$ cat config.mk
export PLATFORM = sky130hd
export DESIGN_NAME = detect_count_display
export DESIGN_NICKNAME = d
export VERILOG_FILES = /design/src/rtl/disp_pkg.sv /design/src/rtl/bcd_counter.sv /design/src/rtl/detect_count_display.sv
export SDC_FILE = /design/constraint.sdc
export NUM_CORES = 1
export LEC_CHECK = 0
export BUFFER_PORTS_ARGS = -buffer_cell sky130_fd_sc_hd__buf_4
export CAP_MARGIN = 15
export CORE_AREA = 2 2 76 92
export DETAILED_ROUTE_END_ITERATION = 10
export DIE_AREA = 0 0 78 94
export PLACE_DENSITY = 0.58
export SLEW_MARGIN = 20
export SYNTH_ARGS = -nofsm -noshare
export SYNTH_HDL_FRONTEND = slang
export SYNTH_SLANG_ARGS = --single-unit
$ cat constraint.sdc
create_clock -name Clock -period 6.4 [get_ports Clock]
set_clock_uncertainty 0.1 [all_clocks]
set_input_delay 0.32 -clock Clock [delete_from_list [all_inputs] [get_ports Clock]]
set_output_delay 0.32 -clock Clock [all_outputs]
set_load 0.03 [all_outputs]
$ cat src/rtl/disp_pkg.sv
// rtl/disp_pkg.sv - active-low 7-segment literals {dp,g,f,e,d,c,b,a} and BCD decode
package disp_pkg;

   localparam logic [7:0] SEG_0     = 8'hC0;
   localparam logic [7:0] SEG_1     = 8'hF9;
   localparam logic [7:0] SEG_2     = 8'hA4;
   localparam logic [7:0] SEG_3     = 8'hB0;
   localparam logic [7:0] SEG_4     = 8'h99;
   localparam logic [7:0] SEG_5     = 8'h92;
   localparam logic [7:0] SEG_6     = 8'h82;
   localparam logic [7:0] SEG_7     = 8'hF8;
   localparam logic [7:0] SEG_8     = 8'h80;
   localparam logic [7:0] SEG_9     = 8'h90;
   localparam logic [7:0] SEG_BLANK = 8'hFF;

   // OR-ing this in turns the decimal point off (segments are active-low)
   localparam logic [7:0] DP_OFF    = 8'h80;

   // Non-BCD nibbles show as a dark digit rather than a misleading glyph
   function automatic logic [7:0] bcd_to_seg(input logic [3:0] d);
      logic [7:0] s;
      case (d)
         4'd0:    s = SEG_0;
         4'd1:    s = SEG_1;
         4'd2:    s = SEG_2;
         4'd3:    s = SEG_3;
         4'd4:    s = SEG_4;
         4'd5:    s = SEG_5;
         4'd6:    s = SEG_6;
         4'd7:    s = SEG_7;
         4'd8:    s = SEG_8;
         4'd9:    s = SEG_9;
         default: s = SEG_BLANK;
      endcase
      return s;
   endfunction

endpackage

$ cat src/rtl/bcd_counter.sv
// rtl/bcd_counter.sv - DIGITS-wide BCD event counter with sticky overflow (COUNT_SATURATE_EN: hold at all nines instead of wrapping)
module bcd_counter #(
   parameter int DIGITS = 4
) (
   input  logic                Clock,
   input  logic                Reset,
   input  logic                Clear,
   input  logic                inc,
   output logic [4*DIGITS-1:0] count_bcd,
   output logic                overflow
);

   logic [4*DIGITS-1:0] count_inc;
   logic                carry;
   logic                all_nines;

   // Ripple BCD increment; a carry out of the top digit means every digit was 9
   always_comb begin
      count_inc = count_bcd;
      carry     = 1'b1;
      for (int i = 0; i < DIGITS; i++) begin
         if (carry) begin
            if (count_bcd[4*i +: 4] == 4'd9) begin
               count_inc[4*i +: 4] = 4'd0;
            end else begin
               count_inc[4*i +: 4] = count_bcd[4*i +: 4] + 4'd1;
               carry               = 1'b0;
            end
         end
      end
      all_nines = carry;
   end

   // Count register: Reset over Clear over increment; Clear swallows a same-cycle event
   always_ff @(posedge Clock) begin
      if (Reset) begin
         count_bcd <= '0;
         overflow  <= 1'b0;
      end else if (Clear) begin
         count_bcd <= '0;
         overflow  <= 1'b0;
      end else if (inc) begin
         if (all_nines) begin
            overflow  <= 1'b1;
`ifdef COUNT_SATURATE_EN
            count_bcd <= count_bcd;
`else
            count_bcd <= '0;
`endif
         end else begin
            count_bcd <= count_inc;
         end
      end
   end

endmodule

$ cat src/rtl/detect_count_display.sv
// rtl/detect_count_display.sv - counts rising edges of y and scans the BCD count onto a multiplexed 7-segment display (COUNT_SATURATE_EN passed to bcd_counter)
module detect_count_display
   import disp_pkg::*;
#(
   parameter int DIGITS      = 4,
   parameter int REFRESH_DIV = 50000
) (
   input  logic                Clock,
   input  logic                Reset,
   input  logic                y,
   input  logic                Clear,
   output logic [4*DIGITS-1:0] count_bcd,
   output logic [7:0]          seg,
   output logic [DIGITS-1:0]   an,
   output logic                overflow
);

   localparam int               SEL_W    = (DIGITS > 1) ? $clog2(DIGITS) : 1;
   localparam int               REF_W    = $clog2(REFRESH_DIV);
   localparam logic [REF_W-1:0] REF_LAST = REF_W'(REFRESH_DIV - 1);
   localparam logic [SEL_W-1:0] SEL_LAST = SEL_W'(DIGITS - 1);
   localparam logic [DIGITS-1:0] AN_RESET = ~DIGITS'(1);

   logic              y_prev;
   logic              event_y;
   logic [REF_W-1:0]  refresh_cnt;
   logic [SEL_W-1:0]  digit_sel;
   logic [SEL_W-1:0]  sel_next;
   logic [3:0]        nib;
   logic [DIGITS-1:0] an_next;

   assign event_y = y & ~y_prev;

   // y_prev resets high so a y held high through reset release is not an edge
   always_ff @(posedge Clock) begin
      if (Reset) y_prev <= 1'b1;
      else       y_prev <= y;
   end

   bcd_counter #(.DIGITS(DIGITS)) u_counter (
      .Clock     (Clock),
      .Reset     (Reset),
      .Clear     (Clear),
      .inc       (event_y),
      .count_bcd (count_bcd),
      .overflow  (overflow)
   );

   // Digit advance happens on the refresh wrap
   always_comb begin
      sel_next = digit_sel;
      if (refresh_cnt == REF_LAST)
         sel_next = (digit_sel == SEL_LAST) ? '0 : digit_sel + 1'b1;
   end

   // Scan position; Clear deliberately leaves it alone
   always_ff @(posedge Clock) begin
      if (Reset) begin
         refresh_cnt <= '0;
         digit_sel   <= '0;
      end else begin
         refresh_cnt <= (refresh_cnt == REF_LAST) ? '0 : refresh_cnt + 1'b1;
         digit_sel   <= sel_next;
      end
   end

   // Select the nibble and anode for the slot being entered, so an tracks digit_sel
   always_comb begin
      nib     = 4'd0;
      an_next = '1;
      for (int i = 0; i < DIGITS; i++) begin
         if (sel_next == SEL_W'(i)) begin
            nib        = count_bcd[4*i +: 4];
            an_next[i] = 1'b0;
         end
      end
   end

   // seg and an share one register stage so they always switch together
   always_ff @(posedge Clock) begin
      if (Reset) begin
         seg <= SEG_0;
         an  <= AN_RESET;
      end else begin
         seg <= bcd_to_seg(nib) | DP_OFF;
         an  <= an_next;
      end
   end

endmodule

==> run metrics <==
mux cell area share after synthesis 0.08348; Syn Nets 252; CP max stage cell or4_4; max incr delay on CP 0.54 ns; initial cell density of the core 0.3416; detailed router's first-iteration violation count 49; Worst R2R Setup Slack 3.03 ns; status finished clean; setup tns final 0 ns; Synth Area per Inst 9.006 um2; vias per cell 4.807; cells after synthesis 243; CP required 6.48 ns; simple-gate area share of the yosys netlist 0.2642; Ys Warns 0; max_slew headroom 0.5310; pin count of the biggest net entering global routing 17; Synth top area share 0.4300; Hold Path Origin y; commonest non-fill, non-tap cell in the layout dfxtp_1; final setup fails 0; die width 78 um; initial antenna violation count 0; Final WS setup 3.030 ns; Synth Area in Adders 0.02859; number of synthesized register bits 47; # IOs 33; Buf+Inv Stages, Crit Path 0; row count 32; number of global-route vias before repair 1490; FILL cells 686; n_diodes 0; core area 6406 um2; area grow syn2layout 20.18%; Hold Fails Final Rpt 0; Power, Total 569.5 uW; fmax 296.7 MHz; max-cap violations 0; commonest cells after routing, fill and taps aside dfxtp_1, nor2_1, buf_4; vias 1740; worst skew pair latency 0.30 ns; Post-Syn Area 2188 um2; Worst-Margin Slew 0.6840 ns; Placement Setup Slack 3.040 ns; CTS tree yes; global-route wire length before repair 7.093 mm; Final nets 285; Hold-fix buffers, CTS 0; Main synth FF type dfxtp_1; Hold WC Path Type primary input to flip-flop; clock buffer count from CTS 5; IO Port Bufs 31; grt total ovfl 0; P_int 456.4 uW; Crit path top cell by count mux2i_1; Tcrit/Tclk final 0.5266; H-tree levels 2; Top delay family on crit path multiplexers; sequential-to-total area share from yosys stat 0.4300; Net Sw Frac 0.1986; Leak 1.040 nW; main combinational cell family by area after synthesis simple AND/OR/NAND/NOR gates; Post-CTS Repair Setup Buffers 0; Num Clock Sinks 47; CP cell instances or4b_4 > or4_4 > mux2i_4 > mux2i_1 > mux2i_1 > ha_1 > o21ai_0 > a31oi_1; first drt pass iteration count 4; fraction of layout cells with a size suffix above 1 0.1697; Routed WL 4.265 mm; crit path from refresh_cnt[11]$_SDFF_PP0_; post-synth cell types 42; Post-synth EDFFs 0; Reg-to-Reg Start refresh_cnt[11]$_SDFF_PP0_; Comb pwr share 0.027; crit path launch type flip-flop; switching power total 113.1 uW; sequential share of power 0.521; Yosys top cell by area dfxtp_1; crit end category flip-flop; Pins Over Slew Limit 0; WP data arrival 3.45 ns; Tmin final 3.370 ns; ys async rst share 0; largest cells by area after synthesis dfxtp_1, nor2_1, mux2i_1; root buffer cell clkbuf_8; Die Span Y 94 um; wire per inst 11.78 um; Clk pwr share 0.452; die area 7332 um2; DRC errors left 0; RePlAce Congestion 0.7526; Reg clk slew, reported paths 0.09 ns; Power per Cell Area 216.5 nW/um2; Max IR drop VDD 0.00007495 V; HPWL after DPL 3.065 mm; CTS max path bufs 2; Compound-Gate Fraction of Synth Area 0.08462; # resized after CTS 0; critical setup path kind flip-flop to flip-flop; Antenna Nets Post-Route 0; Max FO, Critical Path 12; GRT Total Usage 0.1208; RSZ-0062 raised after global routing false; xor/xnor cell area share of the yosys netlist 0.08005
## area by class of cell
type	instances	area [um2]	area share
Clock buffer	6	72.57	0.02759
Clock inverter	2	60.06	0.02284
Inverter	8	30.03	0.01142
Multi-Input combinational cell	183	1187	0.4515
Sequential cell	47	940.9	0.3578
Tap cell	85	106.4	0.04044
Timing Repair Buffer	31	232.7	0.08849
## cells by family (layout without fill, tap and decap cells)
kind of cell	count (synthesis)	after routing
xor gates and xnor gates	20	20
adders and majority gates	5	5
AOI/OAI and AO/OA	33	33
DFF	47	47
buffers and inverters	13	47
other	1	1
muxes	15	15
and+or+nand+nor	109	109
## power by group through the flow
stage               Sequential, mW  Combinational (mW)  Clock (mW)
finish                       0.297              0.0155       0.257
global route                 0.297              0.0173       0.275
CTS                          0.297              0.0158       0.266
detailed placement           0.303              0.0158           0
global placement             0.303              0.0155           0
floorplan                    0.304              0.0102           0
## worst reg2reg max path, delay by kind of cell (launching register included)
kind,cells,cell delay [ns]
mux,3,1.09
simple gates,2,1.07
flops,1,0.38
fa+ha+maj,1,0.35
compound gates,2,0.25
## cell usage after synthesis (2+ instances only)
master / count
dfxtp_1: 47
nor2_1: 37
nand2_1: 17
o21ai_0: 13
a21oi_1: 12
xor2_1: 12
mux2i_1: 11
nor2b_1: 10
inv_1: 8
xnor2_1: 8
ha_1: 5
nand2b_1: 5
nand3_1: 5
nor3_1: 5
or3_1: 5
and3_1: 4
clkbuf_1: 3
nor3b_1: 3
or2_2: 3
a221oi_1: 2
a31oi_1: 2
mux2i_2: 2
mux2i_4: 2
nand3b_1: 2
nand4_1: 2
nand4b_1: 2
## worst paths after layout
path / endpoint / depth (start not counted)
worst max-delay path: seg[3]$_SDFF_PP0_ / 8
worst min-delay path: y_prev$_SDFF_PP1_ / 2
worst max register to register: seg[3]$_SDFF_PP0_ / 8
worst min register to register: refresh_cnt[0]$_SDFF_PP0_ / 1
## registers in the layout (all words and copies together) (netlist names)
name / flops
an: 4
digit_sel: 2
refresh_cnt: 16
seg: 7
u_counter.count_bcd: 16
u_counter.overflow: 1
y_prev: 1
## per-layer routing
layer / vias up / routed length (um) / GRT usage
met1: 798 / 2122 / 0.1549
met3: 7 / 184 / 0.03269
met2: 36 / 1881 / 0.1904
met4: 0 / 76 / 0.05263
li1: 899 / - / -
met5: - / 0 / 0
## through the flow
stage                     utilization  cells  area [um2]  hold WS (ns)
after floorplan                     -    243        2188        0.3175
after global placement         0.3898    354        2497        0.3344
after detailed placement       0.3898    354        2497        0.3467
after CTS                      0.4105    362        2630        0.1248
after global routing           0.4105    362        2630        0.1268
final                          0.4105    362        2630        0.1296
Note: power is estimated with default switching activity, not from simulation.
